$ cat config.mk
export PLATFORM = sky130hd
export DESIGN_NAME = int_ctrl18
export DESIGN_NICKNAME = d
export VERILOG_FILES = /design/src/rtl/int_ctrl18_pkg.sv /design/src/rtl/int_ctrl18_sync.sv /design/src/rtl/int_ctrl18.sv
export SDC_FILE = /design/constraint.sdc
export NUM_CORES = 1
export LEC_CHECK = 0
export BUFFER_PORTS_ARGS = -buffer_cell sky130_fd_sc_hd__buf_2
export CORE_AREA = 5 5 124 126
export DETAILED_ROUTE_END_ITERATION = 12
export DIE_AREA = 0 0 129 131
export SKIP_LAST_GASP = 1
export SYNTH_ARGS = -nofsm -noshare
export SYNTH_HDL_FRONTEND = slang
export SYNTH_SLANG_ARGS = --single-unit
$ cat constraint.sdc
create_clock -name CLK -period 3.8 [get_ports CLK]
set_input_delay 0.38 -clock CLK [delete_from_list [all_inputs] [get_ports CLK]]
set_output_delay 0.38 -clock CLK [all_outputs]
set_load 0.03 [all_outputs]
$ cat src/rtl/int_ctrl18_pkg.sv
// Shared definitions for the Core18 interrupt controller: widths, register
// offsets, FSM states and the small vector helper functions.
package int_ctrl18_pkg;

  localparam int NUM_IRQ = 15;
  localparam int VEC_W   = 4;
  localparam int DATA_W  = 18;
  localparam int ADRS_W  = 18;
  localparam int PC_W    = 12;

  // Register offsets from the controller's base port address.
  typedef enum logic [1:0] {
    REG_ENABLE  = 2'd0,
    REG_PENDING = 2'd1,
    REG_SET     = 2'd2,
    REG_ACTIVE  = 2'd3
  } reg_off_t;

  typedef enum logic [1:0] {
    ST_IDLE = 2'd0,
    ST_POST = 2'd1,
    ST_ACK  = 2'd2,
    ST_GAP  = 2'd3
  } state_t;

  // Highest set bit wins; line i maps to vector i+1, 0 means nothing pending.
  function automatic logic [VEC_W-1:0] top_vector(input logic [NUM_IRQ-1:0] cand);
    logic [VEC_W-1:0] v;
    v = '0;
    for (int i = 0; i < NUM_IRQ; i++) begin
      if (cand[i]) v = VEC_W'(i + 1);
    end
    return v;
  endfunction

  // Request-line mask for a vector; vector 0 selects no line.
  function automatic logic [NUM_IRQ-1:0] vec_onehot(input logic [VEC_W-1:0] v);
    logic [NUM_IRQ-1:0] m;
    for (int i = 0; i < NUM_IRQ; i++) begin
      m[i] = (v == VEC_W'(i + 1));
    end
    return m;
  endfunction

endpackage

$ cat src/rtl/int_ctrl18_sync.sv
// One interrupt line: multi-flop synchroniser plus rising-edge detector.
// The edge history is held at 1 until the synchroniser has been refilled after
// reset, so a line that is already high when reset releases is not an edge.
module int_ctrl18_sync #(
  parameter int SYNC_STAGES = 2
) (
  input  logic clk,
  input  logic rst,
  input  logic irq,
  input  logic primed,
  output logic level,
  output logic rise
);

  logic [SYNC_STAGES-1:0] sync_q;
  logic                   hist_q;

  assign level = sync_q[SYNC_STAGES-1];
  assign rise  = primed & level & ~hist_q;

  // Shift the raw request through the synchroniser and track last synced value.
  // NOTE: non-blocking (<=) so every flop samples pre-edge values; blocking here
  // would collapse the synchroniser chain into a single stage.
  always_ff @(posedge clk) begin
    if (rst) begin
      sync_q <= '0;
      hist_q <= 1'b1;
    end else begin
      sync_q <= {sync_q[SYNC_STAGES-2:0], irq};
      hist_q <= primed ? level : 1'b1;
    end
  end

endmodule

$ cat src/rtl/int_ctrl18.sv
// Core18 interrupt controller: synchronises 15 request lines, latches edges and
// software triggers, masks with ENABLE and posts the highest pending vector on
// VECTOR until the core is seen fetching from that vector address.
module int_ctrl18
  import int_ctrl18_pkg::*;
#(
  parameter logic [ADRS_W-1:0]  BASE_ADRS   = 18'o000100,
  parameter logic [NUM_IRQ-1:0] EDGE_MASK   = 15'h7FFF,
  parameter int                 SYNC_STAGES = 2,
  parameter int                 GAP_CYCLES  = 2
) (
  input  logic              CLK,
  input  logic              RESET,
  input  logic [NUM_IRQ-1:0] IRQ,
  input  logic [PC_W-1:0]   PC,
  input  logic              PORT_WR,
  input  logic              PORT_RD,
  input  logic [ADRS_W-1:0] ADRS,
  input  logic [DATA_W-1:0] DATAOUT,
  output logic [VEC_W-1:0]  VECTOR,
  output logic [DATA_W-1:0] RD_DATA,
  output logic              RD_VALID
);

  // ---------------------------------------------------------------- sync
  logic [3:0]         prime_cnt;
  logic               primed;
  logic [NUM_IRQ-1:0] level;
  logic [NUM_IRQ-1:0] rise;

  assign primed = (prime_cnt == 4'(SYNC_STAGES));

  // Count the cycles needed to refill the synchronisers after reset.
  always_ff @(posedge CLK) begin
    if (RESET)        prime_cnt <= '0;
    else if (!primed) prime_cnt <= prime_cnt + 4'd1;
  end

  for (genvar i = 0; i < NUM_IRQ; i++) begin : g_sync
    int_ctrl18_sync #(
      .SYNC_STAGES(SYNC_STAGES)
    ) u_sync (
      .clk   (CLK),
      .rst   (RESET),
      .irq   (IRQ[i]),
      .primed(primed),
      .level (level[i]),
      .rise  (rise[i])
    );
  end

  // ---------------------------------------------------------------- decode
  logic [ADRS_W-1:0]  adrs_off;
  logic               hit;
  reg_off_t           sel;
  logic [NUM_IRQ-1:0] wdata;
  logic               wr_enable, wr_pending, wr_set;
  logic               unused_bits;

  assign adrs_off    = ADRS - BASE_ADRS;
  assign hit         = (adrs_off[ADRS_W-1:2] == '0);
  assign sel         = reg_off_t'(adrs_off[1:0]);
  assign wdata       = DATAOUT[NUM_IRQ-1:0];
  assign wr_enable   = PORT_WR & hit & (sel == REG_ENABLE);
  assign wr_pending  = PORT_WR & hit & (sel == REG_PENDING);
  assign wr_set      = PORT_WR & hit & (sel == REG_SET);
  assign unused_bits = ^DATAOUT[DATA_W-1:NUM_IRQ];

  // ---------------------------------------------------------------- registers
  state_t             state_q;
  logic [VEC_W-1:0]   vector_q;
  logic [VEC_W-1:0]   posted_q;
  logic [7:0]         gap_cnt;
  logic [NUM_IRQ-1:0] enable_q;
  logic [NUM_IRQ-1:0] latch_q;    // edge-captured and software-set requests
  logic [NUM_IRQ-1:0] pending;
  logic [NUM_IRQ-1:0] cand;
  logic [NUM_IRQ-1:0] set_bits;
  logic [NUM_IRQ-1:0] clr_bits;
  logic [NUM_IRQ-1:0] ack_clr;

  // Level sources show their live synced level; the latch only holds their SET bit.
  assign pending  = latch_q | (level & ~EDGE_MASK);
  assign cand     = pending & enable_q;
  assign ack_clr  = (state_q == ST_ACK) ? vec_onehot(posted_q) : '0;
  assign set_bits = (rise & EDGE_MASK) | (wr_set ? wdata : '0);
  assign clr_bits = (wr_pending ? wdata : '0) | ack_clr;

  // Software-programmed enable mask.
  always_ff @(posedge CLK) begin
    if (RESET)          enable_q <= '0;
    else if (wr_enable) enable_q <= wdata;
  end

  // Request latch: clear by W1C or acknowledge, a same-cycle set always wins.
  always_ff @(posedge CLK) begin
    if (RESET) latch_q <= '0;
    else       latch_q <= (latch_q & ~clr_bits) | set_bits;
  end

  // ---------------------------------------------------------------- FSM
  // Post, hold until fetched or withdrawn, acknowledge, then a quiet gap.
  always_ff @(posedge CLK) begin
    if (RESET) begin
      state_q  <= ST_IDLE;
      vector_q <= '0;
      posted_q <= '0;
      gap_cnt  <= '0;
    end else begin
      case (state_q)
        ST_IDLE: begin
          if (cand != '0) begin
            vector_q <= top_vector(cand);
            posted_q <= top_vector(cand);
            state_q  <= ST_POST;
          end
        end
        ST_POST: begin
          if (PC == {{(PC_W-VEC_W){1'b0}}, vector_q}) begin
            vector_q <= '0;
            state_q  <= ST_ACK;
          end else if ((cand & vec_onehot(vector_q)) == '0) begin
            vector_q <= '0;
            state_q  <= ST_IDLE;
          end
        end
        ST_ACK: begin
          vector_q <= '0;
          gap_cnt  <= 8'(GAP_CYCLES);
          state_q  <= ST_GAP;
        end
        ST_GAP: begin
          vector_q <= '0;
          if (gap_cnt <= 8'd1) state_q <= ST_IDLE;
          else                 gap_cnt <= gap_cnt - 8'd1;
        end
        default: begin
          vector_q <= '0;
          state_q  <= ST_IDLE;
        end
      endcase
    end
  end

  assign VECTOR = vector_q;

  // ---------------------------------------------------------------- read path
  logic [DATA_W-1:0] rd_mux;

  // Select the addressed register's read value.
  // NOTE: default assignment first so every path drives rd_mux; otherwise an
  // unlisted selector would hold the old value and infer a latch.
  always_comb begin
    rd_mux = '0;
    case (sel)
      REG_ENABLE:  rd_mux = DATA_W'(enable_q);
      REG_PENDING: rd_mux = DATA_W'(pending);
      REG_ACTIVE:  rd_mux = DATA_W'(vector_q);
      default:     rd_mux = '0;
    endcase
  end

  // Register the read response one cycle after the strobe; misses return zero.
  always_ff @(posedge CLK) begin
    if (RESET) begin
      RD_VALID <= 1'b0;
      RD_DATA  <= '0;
    end else begin
      RD_VALID <= PORT_RD & hit;
      RD_DATA  <= (PORT_RD & hit) ? rd_mux : '0;
    end
  end

endmodule

==> run metrics, run 1 <==
TritonCTS buffer count=17; # clock sinks=113; crit path kind=reg -> reg; Die Area=16900 µm²; Synth-to-Final Area Change=22.8%; Post-Synthesis Cells=491; grt ovf=0; Crit Path Max Fanout=4; commonest non-fill, non-tap cells in the layout=dfxtp_1 (113), buf_2 (83), nor2_1 (49), nor2b_1 (46), mux2i_1 (31); Vias=3772; Cell variety after synth=60; # Max-Cap Violations=0; Post-Place Cells=732; Critical Path End Type=flop; CP Launch Type=flop; H-tree Lvls=4; Hold Slack=188 ps; synthesis warning total=0; share of the synthesized area in the top cell type=0.468; row count=44; Initial Util=0.341; Synth Flop Type=dfxtp_1; final setup margin=1690 ps; Power Density=506 nW/µm²; power share of the combinational group=0.059; Post-synth ARST share=0; Port Buffer Count=83; Hold-fix buffers, CTS=0; DRC viols=0; Setup Viol. Count Final=0; Pins Over Slew Limit=0; period utilization=0.556; Worst Path Required=4090 ps; setup TNS=0 ps; largest net degree at the start of global routing=54; largest area contributor in the netlist=dfxtp_1; GRT Resource Usage Total=0.142; Hold Fails Final Rpt=0; Least-Margin Pin Slew=1010 ps; Final #Nets=638; Place WS=1400 ps; clock network fraction of total power=0.517; CTS clk-pin slew, worst paths=50 ps; antenna violations before repair=0; DRT Pass-1 Iters=4; # Post-CTS Setup Buffers=0; Seq pwr share=0.423; placer congestion estimate=0.824; Die X=129 µm; Hold Path Class=in -> reg; vias in the first global route=3752; die span in y=131 µm; vias per cell=4.94; NetSw=0.000635 W; Antenna Cells=0; maximum clock rate=473 MHz; Clock Skews=8.50 ps; most common cell after layout, fill and taps aside=dfxtp_1; DR WL/cell=15.0 µm; Synth area leaders=dfxtp_1 (47%), mux2i_1 (6.4%), nor2b_1 (5.9%), nor2_1 (3.8%), a221o_1 (3.1%); Leak Pwr=2.23 nW; post-CTS resize count=0; status=completed; Yosys reg bits=113; EDFF count, synth=0; fin cells=764; clk buf depth=2; first-pass GRT wire length=18.7 mm; relative slew slack=0.326; Starting DRT DRC Count=316; Tmin final=2110 ps; I/O pin count=90; WP data arrival=2400 ps; Mapped Avg Cell Area=9.85 µm²; share of cells above drive strength 1=0.222; Root Driver=clkbuf_16; Final Total Pwr=0.00300 W; clock latency at the later pin of the worst-skew pair=400 ps; Core ar.=14200 µm²; Power Internal=0.00237 W; VDD IR max=294 µV; Switching Share=0.211; RSZ-0062 raised after global routing=no; Antenna Nets Post-Route=0; Mapped Area=4840 µm²; CTS tree=yes; register area share after synthesis=0.468; final wirelength=11.4 mm; final HPWL from detailed placement=8.56 mm
-- worst paths after layout --
check                           depth (start not counted)                                     to  slack [ps]                             startpoint
worst min register to register                          1     g_sync[3].u_sync.hist_q$_SDFF_PP1_         420  g_sync[3].u_sync.sync_q[1]$_SDFF_PP0_
worst max-delay path                                    8                gap_cnt[5]$_SDFFE_PP0P_        1690                gap_cnt[0]$_SDFFE_PP0P_
worst min-delay path                                    2  g_sync[7].u_sync.sync_q[0]$_SDFF_PP0_         190                                 IRQ[7]
worst max register to register                          8                gap_cnt[5]$_SDFFE_PP0P_        1690                gap_cnt[0]$_SDFFE_PP0P_
-- Yosys cell counts (2+ instances only) --
master / count
mux2i_1: 31
xor2_1: 6
a211oi_1: 6
dfxtp_1: 113
nor4_1: 6
or3_1: 17
o21ai_0: 9
nand4b_1: 10
a32o_1: 2
a22oi_1: 4
a21oi_1: 9
nor3_4: 2
nand4_1: 11
buf_2: 2
nand3b_1: 6
buf_4: 5
a221o_1: 15
buf_6: 2
nor3b_1: 2
nor2_1: 49
and2_1: 4
o32ai_1: 4
nand2b_1: 16
ha_1: 4
clkbuf_1: 19
a221oi_1: 15
xnor2_1: 6
nand2_1: 9
a31oi_1: 3
nor3b_2: 2
nor2b_1: 46
a22o_1: 4
inv_1: 9
nor3_1: 6
nand3_1: 12
-- cell families after synthesis --
logic type / after synthesis / synth area share
xor+xnor: 12 / 0.0217
mux: 31 / 0.0641
flops: 113 / 0.468
compound gates: 78 / 0.128
buf+inv: 41 / 0.0401
other cells: 1 / 0.000775
fa+ha+maj: 4 / 0.0103
simple gates: 211 / 0.267
-- metrics by stage --
| stage | area, µm² | utilization |
|---|---|---|
| CTS | 5940 | 0.418 |
| floorplan | 4850 | - |
| detailed placement | 5350 | 0.377 |
| global route | 5940 | 0.418 |
| finish | 5940 | 0.418 |
| global placement | 5350 | 0.377 |
-- worst max-delay path: stages, from the launching register on --
cell      delay [ps]
dfxtp_1          340
inv_1             70
ha_1             250
o21bai_1         300
o41ai_2          120
or3_1            390
nor4_1           300
xnor2_1          170
nor2_1            60
-- sequential cells by signal, summed over array words and instances (netlist names), named ones only --
name	count
RD_DATA	15
RD_VALID	1
VECTOR	4
enable_q	15
g_sync.u_sync.hist_q	15
g_sync.u_sync.sync_q	30
gap_cnt	8
latch_q	15
posted_q	4
prime_cnt	4
state_q	1
-- power groups by stage --
stage                     Sequential (W)  Clock, W  Combinational (W)
after floorplan                  0.00129         0           0.000118
after global placement           0.00129         0           0.000173
after detailed placement         0.00130         0           0.000181
after CTS                        0.00127   0.00159           0.000182
after global routing             0.00128   0.00167           0.000205
final                            0.00127   0.00155           0.000178
-- per-layer routing --
metal	wire [µm]	vias up	GRT usage	share of wire
li1	-	1936	-	-
met1	5180	1717	0.183	0.45
met2	5370	109	0.227	0.47
met3	716	10	0.0398	0.063
met4	169	0	0.0568	0.015
met5	0	-	0	0
-- cell type report --
type	count	area [µm²]
Multi-Input combinational cell	339	2390
Sequential cell	113	2260
Tap cell	184	230
Clock buffer	21	450
Timing Repair Buffer	85	430
Fill cell	1427	8260
Clock inverter	11	138
Inverter	11	41.3
Note: power is estimated with default switching activity, not from simulation.
==> run 2, diff against run 1 <==
==> constraint.sdc (replaced) <==
create_clock -name CLK -period 1.8 [get_ports CLK]
set_input_delay 0.18 -clock CLK [delete_from_list [all_inputs] [get_ports CLK]]
set_output_delay 0.18 -clock CLK [all_outputs]
set_load 0.03 [all_outputs]
==> run 2 against run 1 <==
  * The run now ends with negative setup slack left
  * Clock power increased by 110%
  * Setup slack got worse by 1700 ps
  * Count of clock-buffer cells in the layout rose by 1
  * Total power grew 110%
  * Largest power group unchanged
==> run metrics, run 2 (synthesis results as in run 1) <==
Hold Crit Start=IRQ[3]; Leak Pwr=2.60 nW (+17%); TritonCTS buffer count=17 (unchanged); worst r2r src=gap_cnt[4]$_SDFFE_PP0P_; H-tree Lvls=4 (unchanged); DP Area=5760 µm² (+7.6%); Power Density=961 nW/µm² (+90%); period utilization=1.00 (+0.445); RSZ-0062 raised after global routing=yes; CP Launch Type=flop; vias in the first global route=3972 (+5.9%); Clock Skews=6.55 ps (-1.96 ps); Least-Margin Pin Slew=631 ps (-376 ps); Worst Path Required=2080 ps (-2010 ps); Tmin final=1800 ps (-311 ps); Hold Fails Final Rpt=0 (unchanged); failing checks=negative setup slack; Hold EP=g_sync[3].u_sync.sync_q[0]$_SDFF_PP0_; crit path cell chain=or4_4, o41ai_4, or3_4, nor3_2, xnor2_1, nor2_1; FF-to-FF End=gap_cnt[7]$_SDFFE_PP0P_; antenna violations before repair=3 (+3); Initial Util=0.341 (unchanged); maximum clock rate=555 MHz (+17%); GRT Resource Usage Total=0.151 (+0.00843); R2R depth=6 (-2); Antenna Nets Post-Route=0 (unchanged); status=finished, violations left; post-route cell area=6650 µm² (+12%); Core ar.=14200 µm² (unchanged); Critical Path End Type=flop; delay-heaviest family, CP=simple AND/OR/NAND/NOR gates; placer congestion estimate=0.840 (+1.9%); CP max stage delay=590 ps (+200 ps); WHS Path Cells=2 (unchanged); CP Depth=6 (-2); multi-input logic area=2510 µm² (+5.0%); CTS tree=yes; Final Total Pwr=0.00639 W (+110%); Hold Path Class=in -> reg; Starting DRT DRC Count=275 (-13%); Worst Path Buf+Inv=0 (-1); final-layout fill cell count=1368 (-4.1%); DRC viols=0 (unchanged); Die Area=16900 µm² (unchanged); clock latency at the later pin of the worst-skew pair=410 ps (about the same); clk buf depth=2 (unchanged); DRT Pass-1 Iters=4 (unchanged); vias per cell=4.99 (+1.0%); relative slew slack=0.579 (+0.253); first-pass GRT wire length=19.9 mm (+6.4%); DR WL/cell=14.9 µm (about the same); Pins Over Slew Limit=0 (unchanged); VDD IR max=602 µV (+100%); FF/Latch Area=2270 µm² (+0.33%); Crit Path Max Fanout=4 (unchanged); R2R Setup Slk=-3 ps (-1690 ps); Port Buffer Count=83 (unchanged); # clock sinks=113 (unchanged); fin util=0.468 (+0.0497); Root Driver=clkbuf_16; Slowest-stage cell, CP=or4_4; setup TNS=-2.73 ps (-2.73 ps); # Max-Cap Violations=0 (unchanged); row count=44 (unchanged); Setup Viol. Count Final=1 (+1); share of cells above drive strength 1=0.312 (+0.0897); commonest non-fill, non-tap cells in the layout=dfxtp_1 (109), buf_2 (83), buf_4 (49), nor2_1 (47), nor2b_1 (46); Final #Nets=703 (+10%); CTS clk-pin slew, worst paths=50 ps (about the same); Vias=4135 (+9.6%); final setup margin=-2.73 ps (-1690 ps); I/O pin count=90 (unchanged); max FFs per register=30 (unchanged); grt ovf=0 (unchanged); WP data arrival=2090 ps (-310 ps); most common cell after layout, fill and taps aside=dfxtp_1; Die X=129 µm (unchanged); final wirelength=12.4 mm (+8.4%); crit path kind=reg -> reg; Synth-to-Final Area Change=37.4%; Most flops, register=g_sync.u_sync.sync_q; final HPWL from detailed placement=9.22 mm (+7.7%); largest net degree at the start of global routing=49 (-9.3%); Hold Slack=16.6 ps (-171 ps); die span in y=131 µm (unchanged)
## run 2: cell types whose count changed in the layout (fill, tap and decap cells not counted), moves of 3 or more
cell | previous run | this run
buf_12 | 0 | 4
buf_4 | 2 | 49
dfxtp_1 | 113 | 109
clkbuf_8 | 1 | 4
dlygate4sd3_1 | 0 | 14
dfxtp_2 | 0 | 3
## run 2: metal layers
metal  up-vias  GRT usage  part of all wire
li1       2063          -                 -
met1      1918      0.188              0.43
met2       127      0.240              0.47
met3        23     0.0463             0.074
met4         4     0.0710             0.022
met5         -          0            0.0022
## run 2: report_power, final
| part | switching, W | internal, W |
|---|---|---|
| combinational | 0.000230 | 0.000215 |
| sequential | 0.0000435 | 0.00263 |
| clock | 0.00110 | 0.00217 |
| total | 0.00138 | 0.00501 |
## run 2: repair_timing
item	in CTS	in global routing
hold buffers	14	0
resized for setup	7	21
setup buffers	0	4
pin swaps	1	6
endpoints found under the hold margin	14	0
endpoints found under the setup margin	20	17
## run 2: worst max path at each step
stage / startpoint / to / slack (ps)
global placement: prime_cnt[1]$_SDFFE_PP0P_ / latch_q[6]$_SDFF_PP0_ / -70
detailed placement: prime_cnt[1]$_SDFFE_PP0P_ / latch_q[6]$_SDFF_PP0_ / -160
global route: gap_cnt[4]$_SDFFE_PP0P_ / gap_cnt[7]$_SDFFE_PP0P_ / -110
CTS: gap_cnt[2]$_SDFFE_PP0P_ / gap_cnt[6]$_SDFFE_PP0P_ / -20
finish: gap_cnt[4]$_SDFFE_PP0P_ / gap_cnt[7]$_SDFFE_PP0P_ / -3
floorplan: gap_cnt[2]$_SDFFE_PP0P_ / gap_cnt[7]$_SDFFE_PP0P_ / 10
## run 2: area by class of cell
type,instances,area share
diodes,1,0.000376
clock buffers,22,0.0728
clock inverters,9,0.0160
inverters,11,0.00621
multi-input cells,339,0.378
flip-flops and latches,113,0.341
well taps,184,0.0346
repair buffers,150,0.151
## run 2: through the flow
step,setup slack [ps],std cells
final,-2.73,829
after floorplan,10.6,493
after detailed placement,-155,779
after global placement,-74.3,779
after CTS,-23.0,824
after global routing,-109,829
